$ cat config.mk
export PLATFORM = sky130hd
export DESIGN_NAME = mac_frame_sequencer_flat
export DESIGN_NICKNAME = d
export VERILOG_FILES = /design/src/rtl/mac_frame_sequencer_if.sv /design/src/rtl/mac_frame_sequencer.sv /design/src/flat_wrapper.sv
export SDC_FILE = /design/constraint.sdc
export NUM_CORES = 1
export LEC_CHECK = 0
export BUFFER_PORTS_ARGS = -buffer_cell sky130_fd_sc_hd__buf_4
export CAP_MARGIN = 20
export CORE_MARGIN = 2
export CORE_UTILIZATION = 35
export DETAILED_ROUTE_END_ITERATION = 10
export GPL_TIMING_DRIVEN = 0
export RECOVER_POWER = 50
export SLEW_MARGIN = 20
export SYNTH_ARGS = -nofsm -noshare
export SYNTH_HDL_FRONTEND = slang
export SYNTH_SLANG_ARGS = --single-unit
export TNS_END_PERCENT = 20
$ cat constraint.sdc
create_clock -name clk -period 4.75 [get_ports clk]
set_clock_uncertainty 0.2 [all_clocks]
set_input_delay 0.95 -clock clk [delete_from_list [all_inputs] [get_ports clk]]
set_output_delay 0.95 -clock clk [all_outputs]
set_load 0.01 [all_outputs]
$ cat src/rtl/mac_frame_sequencer_if.sv
// Handshake and datapath-control bundle between the host FSM and mac_frame_sequencer.
// The stall signal exists only when MAC_SEQ_STALL_EN is defined.
interface mac_frame_sequencer_if #(
  parameter int NUM_CH  = 4,
  parameter int FRAME_W = 8
);
  localparam int SEL_W = $clog2(NUM_CH);

  logic               start;
  logic [FRAME_W-1:0] frame_count;
  logic               abort;
`ifdef MAC_SEQ_STALL_EN
  logic               stall;
`endif
  logic [SEL_W-1:0]   mux_sel;
  logic               data_load;
  logic               clear_accum;
  logic               busy;
  logic               done;

  modport master (
    output start, frame_count, abort,
`ifdef MAC_SEQ_STALL_EN
    output stall,
`endif
    input  mux_sel, data_load, clear_accum, busy, done
  );

  modport slave (
    input  start, frame_count, abort,
`ifdef MAC_SEQ_STALL_EN
    input  stall,
`endif
    output mux_sel, data_load, clear_accum, busy, done
  );
endinterface

$ cat src/rtl/mac_frame_sequencer.sv
// Frame sequencer: steps mux_sel over NUM_CH channels per frame and pulses load/clear on
// the last channel. Defining MAC_SEQ_STALL_EN adds a stall input that freezes sequencing.
//
//   state  | meaning
//   S_IDLE | waiting for start, outputs quiet
//   S_RUN  | stepping channels, busy high
//   S_DONE | one-cycle done pulse after the last frame of a counted run
module mac_frame_sequencer #(
  parameter int NUM_CH  = 4,
  parameter int FRAME_W = 8
) (
  input  logic                  clk,
  input  logic                  reset,
  mac_frame_sequencer_if.slave  bus
);
  localparam int               SEL_W   = $clog2(NUM_CH);
  localparam logic [SEL_W-1:0] LAST_CH = SEL_W'(NUM_CH - 1);

  typedef enum logic [1:0] {
    S_IDLE = 2'd0,
    S_RUN  = 2'd1,
    S_DONE = 2'd2
  } state_t;

  state_t             state_q, state_d;
  logic [SEL_W-1:0]   ch_q, ch_d;
  logic [FRAME_W-1:0] frm_q, frm_d;
  logic [FRAME_W-1:0] fc_q, fc_d;
  logic               busy_q, done_q, last_q;
  logic               stall_w;

`ifdef MAC_SEQ_STALL_EN
  assign stall_w = bus.stall;
`else
  assign stall_w = 1'b0;
`endif

  always_comb begin
    state_d = state_q;
    ch_d    = ch_q;
    frm_d   = frm_q;
    fc_d    = fc_q;
    case (state_q)
      S_IDLE: begin
        if (bus.start) begin
          state_d = S_RUN;
          ch_d    = '0;
          frm_d   = '0;
          fc_d    = bus.frame_count;
        end
      end
      S_RUN: begin
        // abort wins over both stall and the counted-run exit
        if (bus.abort) begin
          state_d = S_IDLE;
          ch_d    = '0;
          frm_d   = '0;
        end else if (!stall_w) begin
          if (ch_q == LAST_CH) begin
            ch_d  = '0;
            frm_d = frm_q + 1'b1;
            if ((fc_q != '0) && (frm_q == fc_q - 1'b1)) begin
              state_d = S_DONE;
              frm_d   = '0;
            end
          end else begin
            ch_d = ch_q + 1'b1;
          end
        end
      end
      S_DONE: begin
        state_d = S_IDLE;
      end
      default: begin
        state_d = S_IDLE;
        ch_d    = '0;
        frm_d   = '0;
      end
    endcase
  end

  always_ff @(posedge clk or posedge reset) begin
    if (reset) begin
      state_q <= S_IDLE;
      ch_q    <= '0;
      frm_q   <= '0;
      fc_q    <= '0;
      busy_q  <= 1'b0;
      done_q  <= 1'b0;
      last_q  <= 1'b0;
    end else begin
      state_q <= state_d;
      ch_q    <= ch_d;
      frm_q   <= frm_d;
      fc_q    <= fc_d;
      busy_q  <= (state_d == S_RUN);
      done_q  <= (state_d == S_DONE);
      last_q  <= (state_d == S_RUN) && (ch_d == LAST_CH);
    end
  end

  // ch_q is held at zero outside RUN, so it doubles as the mux select directly
  assign bus.mux_sel     = ch_q;
  assign bus.data_load   = last_q & ~stall_w;
  assign bus.clear_accum = last_q & ~stall_w;
  assign bus.busy        = busy_q;
  assign bus.done        = done_q;
endmodule

$ cat src/flat_wrapper.sv
// flat-port wrapper written by rule: the top's interface ports become plain ports
module mac_frame_sequencer_flat 
#(
  parameter int NUM_CH  = 4,
  parameter int FRAME_W = 8
)
  (clk, reset, bus_start, bus_frame_count, bus_abort, bus_mux_sel, bus_data_load, bus_clear_accum, bus_busy, bus_done);
  mac_frame_sequencer_if #(.NUM_CH(NUM_CH), .FRAME_W(FRAME_W)) bus_i ();
  input  logic clk;
  input  logic reset;
  input wire logic [$bits(bus_i.start)-1:0] bus_start;
  input wire logic [$bits(bus_i.frame_count)-1:0] bus_frame_count;
  input wire logic [$bits(bus_i.abort)-1:0] bus_abort;
  output wire logic [$bits(bus_i.mux_sel)-1:0] bus_mux_sel;
  output wire logic [$bits(bus_i.data_load)-1:0] bus_data_load;
  output wire logic [$bits(bus_i.clear_accum)-1:0] bus_clear_accum;
  output wire logic [$bits(bus_i.busy)-1:0] bus_busy;
  output wire logic [$bits(bus_i.done)-1:0] bus_done;
  assign bus_i.start = bus_start;
  assign bus_i.frame_count = bus_frame_count;
  assign bus_i.abort = bus_abort;
  assign bus_mux_sel = bus_i.mux_sel;
  assign bus_data_load = bus_i.data_load;
  assign bus_clear_accum = bus_i.clear_accum;
  assign bus_busy = bus_i.busy;
  assign bus_done = bus_i.done;
  mac_frame_sequencer #(.NUM_CH(NUM_CH), .FRAME_W(FRAME_W)) u_core (.clk(clk), .reset(reset), .bus(bus_i));
endmodule
==> impl_metrics.csv <==
group,metric,value,unit
finish,drive_gt1_share,27.0,%
critical_path,crit_slowest_cell,"or4_4",
synthesis,ys_warn_count,0,
synthesis,synth-async-reset-ratio,100,%
critical_path,crit_path_max_fanout,4,
finish,insertedDiodeCount,0,
synthesis,synth_xor_area_share,7.03,%
global_routing,grt_pass1_vias,1029,
clocking,post_cts_buffers,0,
pwr,power,510,uW
pwr,power.switching,167,uW
floorplan,die-area,4430,sq um
placement,io_buffers,17,
routing,drt_pass1_iterations,4,
clocking,cts_hold_buf,0,
critical_path,crit_chain,"inv_1 -> ha_1 -> or3b_2 -> a2111oi_0 -> a211oi_1 -> or4_4 -> nand2_2 -> o221ai_2",
clocking,clk_latency,0.27,ns
pwr,peakVddDrop,108,uV
synthesis,synthesis.area,1370,sq um
synthesis,synth_top_area_share,42.0,%
critical_path,cp.arrival,2.83,ns
clocking,numCtsBuffers,3,
synthesis,syn-num-nets,146,
global_routing,grt_max_degree,24,
run_status,status,"finished clean",
synthesis,synth-compound-area-share,16.3,%
floorplan,fp-row-count,22,
clocking,clock-sinks,23,
timing,max_freq,0.347,GHz
pwr,leakage,0.000686,uW
clocking,clk_path_buf_depth,2,
synthesis,synth_top_area_cell,"dfrtp_1",
synthesis,synth_seq_cells,23,
timing,timing.final.hold_violations,0,
routing,drt_iter0_drc,32,
critical_path,rr_startpoint,"u_core.fc_q[0]$_DFFE_PP0P_",
clocking,htreeDepth,1,
synthesis,syn_inst,131,
min_path,hp-start,"u_core.bus.mux_sel[1]$_DFF_PP0_",
synthesis,synth_fa_ha_area_share,2.74,%
pwr,power_frac_comb,27.0,%
synthesis,synth_flop_cell,"dfrtp_1",
critical_path,path_class,"flop to flop",
timing,setup_tns,0,ns
timing,slew_headroom,41.7,%
global_routing,grt_overflow,0,
synthesis,synth.avg_cell_area,10.5,sq um
timing,period_share,60.6,%
placement,gp_congestion,0.721,
pwr,power_frac_seq,49.2,%
synthesis,synth_enable_flop_cells,0,
routing,remaining_drc_errors,0,
clocking,path_clk_slew,0.08,ns
routing,vias_per_cell,5.23,
floorplan,die_x,66.6,um
pwr,sw_frac_of_total,32.8,%
routing,postRouteAntennaNets,0,
clocking,cts.root.buffer_cell,"clkbuf_8",
critical_path,end_kind,"flop",
critical_path,critPathLaunchType,"flop",
global_routing,track_usage,14.5,%
timing,period_minus_slack,2.88,ns
synthesis,muxShareOfSynthArea,5.66,%
finish,utilization,43.0,%
min_path,hold_path_class,"flop to flop",
timing,worst_pin_slew,0.874,ns
critical_path,crit_required,4.70,ns
global_routing,grt_antenna_before_repair,0,
pwr,p_clk_share,23.8,%
critical_path,crit_start,"u_core.fc_q[0]$_DFFE_PP0P_",
routing,routedWlPerCell,13.7,um
clocking,cts_tree,"done",
floorplan,ioPinCount,18,
synthesis,netlist-cell-type-count,44,
timing,rsz0062_at_grt,"false",
timing,setup_viol,0,
pwr,p_int,343,uW
floorplan,design.core.area,3720,sq um
finish,nets,168,
synthesis,synth_area_leaders,"dfrtp_1 (42%), mux2_2 (4.9%), xnor2_1 (3.8%)",
synthesis,yosysSeqAreaShare,42.0,%
floorplan,initial_utilization,36.9,%
synthesis,yosys.area_share.simple,23.5,%
clocking,post_cts_resized,0,
timing,final_max_slew_viol_count,0,
global_routing,grt_pass1_wl,4820,um
floorplan,die_y,66.6,um
routing,wl,2740,um
placement,dpl.hpwl,2110,um
finish,syn2layout_area_growth,16.7,%
routing,vias,1045,
pwr,power_density,319,nW/um^2
critical_path,worst-path-buf-inv,1,
critical_path,crit_family,"simple AND/OR/NAND/NOR gates",
job,cap_violations,0,
synthesis,synth_top_family_by_area,"simple AND/OR/NAND/NOR gates",
critical_path,slowest_delay,0.57,ns
==> final cells by class <==
cell class / count / area, sq um
inverters: 5 / 18.8
fillers: 381 / 2120
well taps: 48 / 60.1
multi-input cells: 99 / 757
clock buffers: 4 / 45.0
repair buffers: 17 / 124
plain buffers: 4 / 18.8
flip-flops and latches: 23 / 576
==> logic make-up (layout without fill, tap and decap cells) <==
| family | after synthesis | count (layout) |
|---|---|---|
| adder cells (fa/ha/maj) | 3 | 3 |
| multiplexers | 7 | 7 |
| buffers and inverters | 9 | 30 |
| AO/OA/AOI/OAI | 26 | 26 |
| flip-flops | 23 | 23 |
| AND/OR/NAND/NOR | 52 | 52 |
| XOR/XNOR | 11 | 11 |
==> cell usage in the layout (no fill, tap or decap), types with 2 or more instances in the layout <==
cell type	instances
mux2_2	6
a22o_1	3
clkbuf_8	3
nand2_1	11
a21oi_1	5
nand3_1	3
or3b_2	2
nand2b_1	6
xor2_1	5
nand3b_1	2
inv_1	5
o21bai_1	2
o21ai_0	4
nor2_1	8
nor3_1	5
ha_1	3
clkbuf_1	5
xnor2_1	6
clkbuf_4	2
dfrtp_1	23
buf_4	15
o211a_1	2
or4_4	2
==> synth_stat cells, types with 2 or more instances <==
master	count
a21oi_1	5
a22o_1	3
and2_1	2
clkbuf_1	3
dfrtp_1	23
ha_1	3
inv_1	5
mux2_2	6
nand2_1	11
nand2b_1	6
nand3_1	3
nand3b_1	2
nor2_1	8
nor3_1	5
o211a_1	2
o21ai_0	4
o21bai_1	2
or3b_2	2
or4_4	2
xnor2_1	6
xor2_1	5
==> worst register-to-register path: stages, from the launching register on <==
cell,delay (ns)
dfrtp_1,0.43
inv_1,0.09
ha_1,0.19
or3b_2,0.51
a2111oi_0,0.39
a211oi_1,0.14
or4_4,0.57
nand2_2,0.14
o221ai_2,0.11
==> final timing paths <==
kind,end,slack [ns],depth (start not counted)
worst max-delay path,u_core.frm_q[2]$_DFFE_PP0P_,1.87,8
worst max register to register,u_core.frm_q[2]$_DFFE_PP0P_,1.87,8
max in group asynchronous,u_core.fc_q[7]$_DFFE_PP0P_,3.14,2
worst min-delay path,u_core.bus.mux_sel[1]$_DFF_PP0_,0.38,1
worst min register to register,u_core.bus.mux_sel[1]$_DFF_PP0_,0.38,1
min in group asynchronous,u_core.fc_q[4]$_DFFE_PP0P_,0.66,2
==> routing by layer <==
layer	part of all wire, %	vias to the layer above	global-route usage, %	wire, um
li1	-	515	-	-
met1	44	509	17.0	1210
met2	50	14	25.0	1360
met3	2.9	7	2.53	80
met4	2.9	0	7.91	80
met5	0	-	0	0
==> per-stage QoR <==
stage	hold WS, ns	cells	instance area [sq um]	worst slack [ns]
global placement	0.348	196	1560	1.95
CTS	0.379	200	1600	1.88
finish	0.377	200	1600	1.87
floorplan	0.321	131	1370	2.11
detailed placement	0.361	196	1560	1.90
global route	0.411	200	1600	1.70
==> registers in the layout, indices dropped and copies added, names as in the netlist <==
register                count
u_core.state_q              2
u_core.frm_q                8
u_core.bus.done             1
u_core.bus.busy             1
u_core.bus.clear_accum      1
u_core.bus.mux_sel          2
u_core.fc_q                 8
==> power by group through the flow <==
| stage | Clock (uW) | Sequential, uW | Combinational (uW) |
|---|---|---|---|
| 2_1_floorplan | 0 | 249 | 103 |
| 6_report | 122 | 251 | 138 |
| 5_1_grt | 134 | 256 | 155 |
| 3_5_place_dp | 0 | 255 | 141 |
| 4_1_cts | 125 | 251 | 142 |
| 3_3_place_gp | 0 | 254 | 136 |
(Power assumes the default switching activity.)
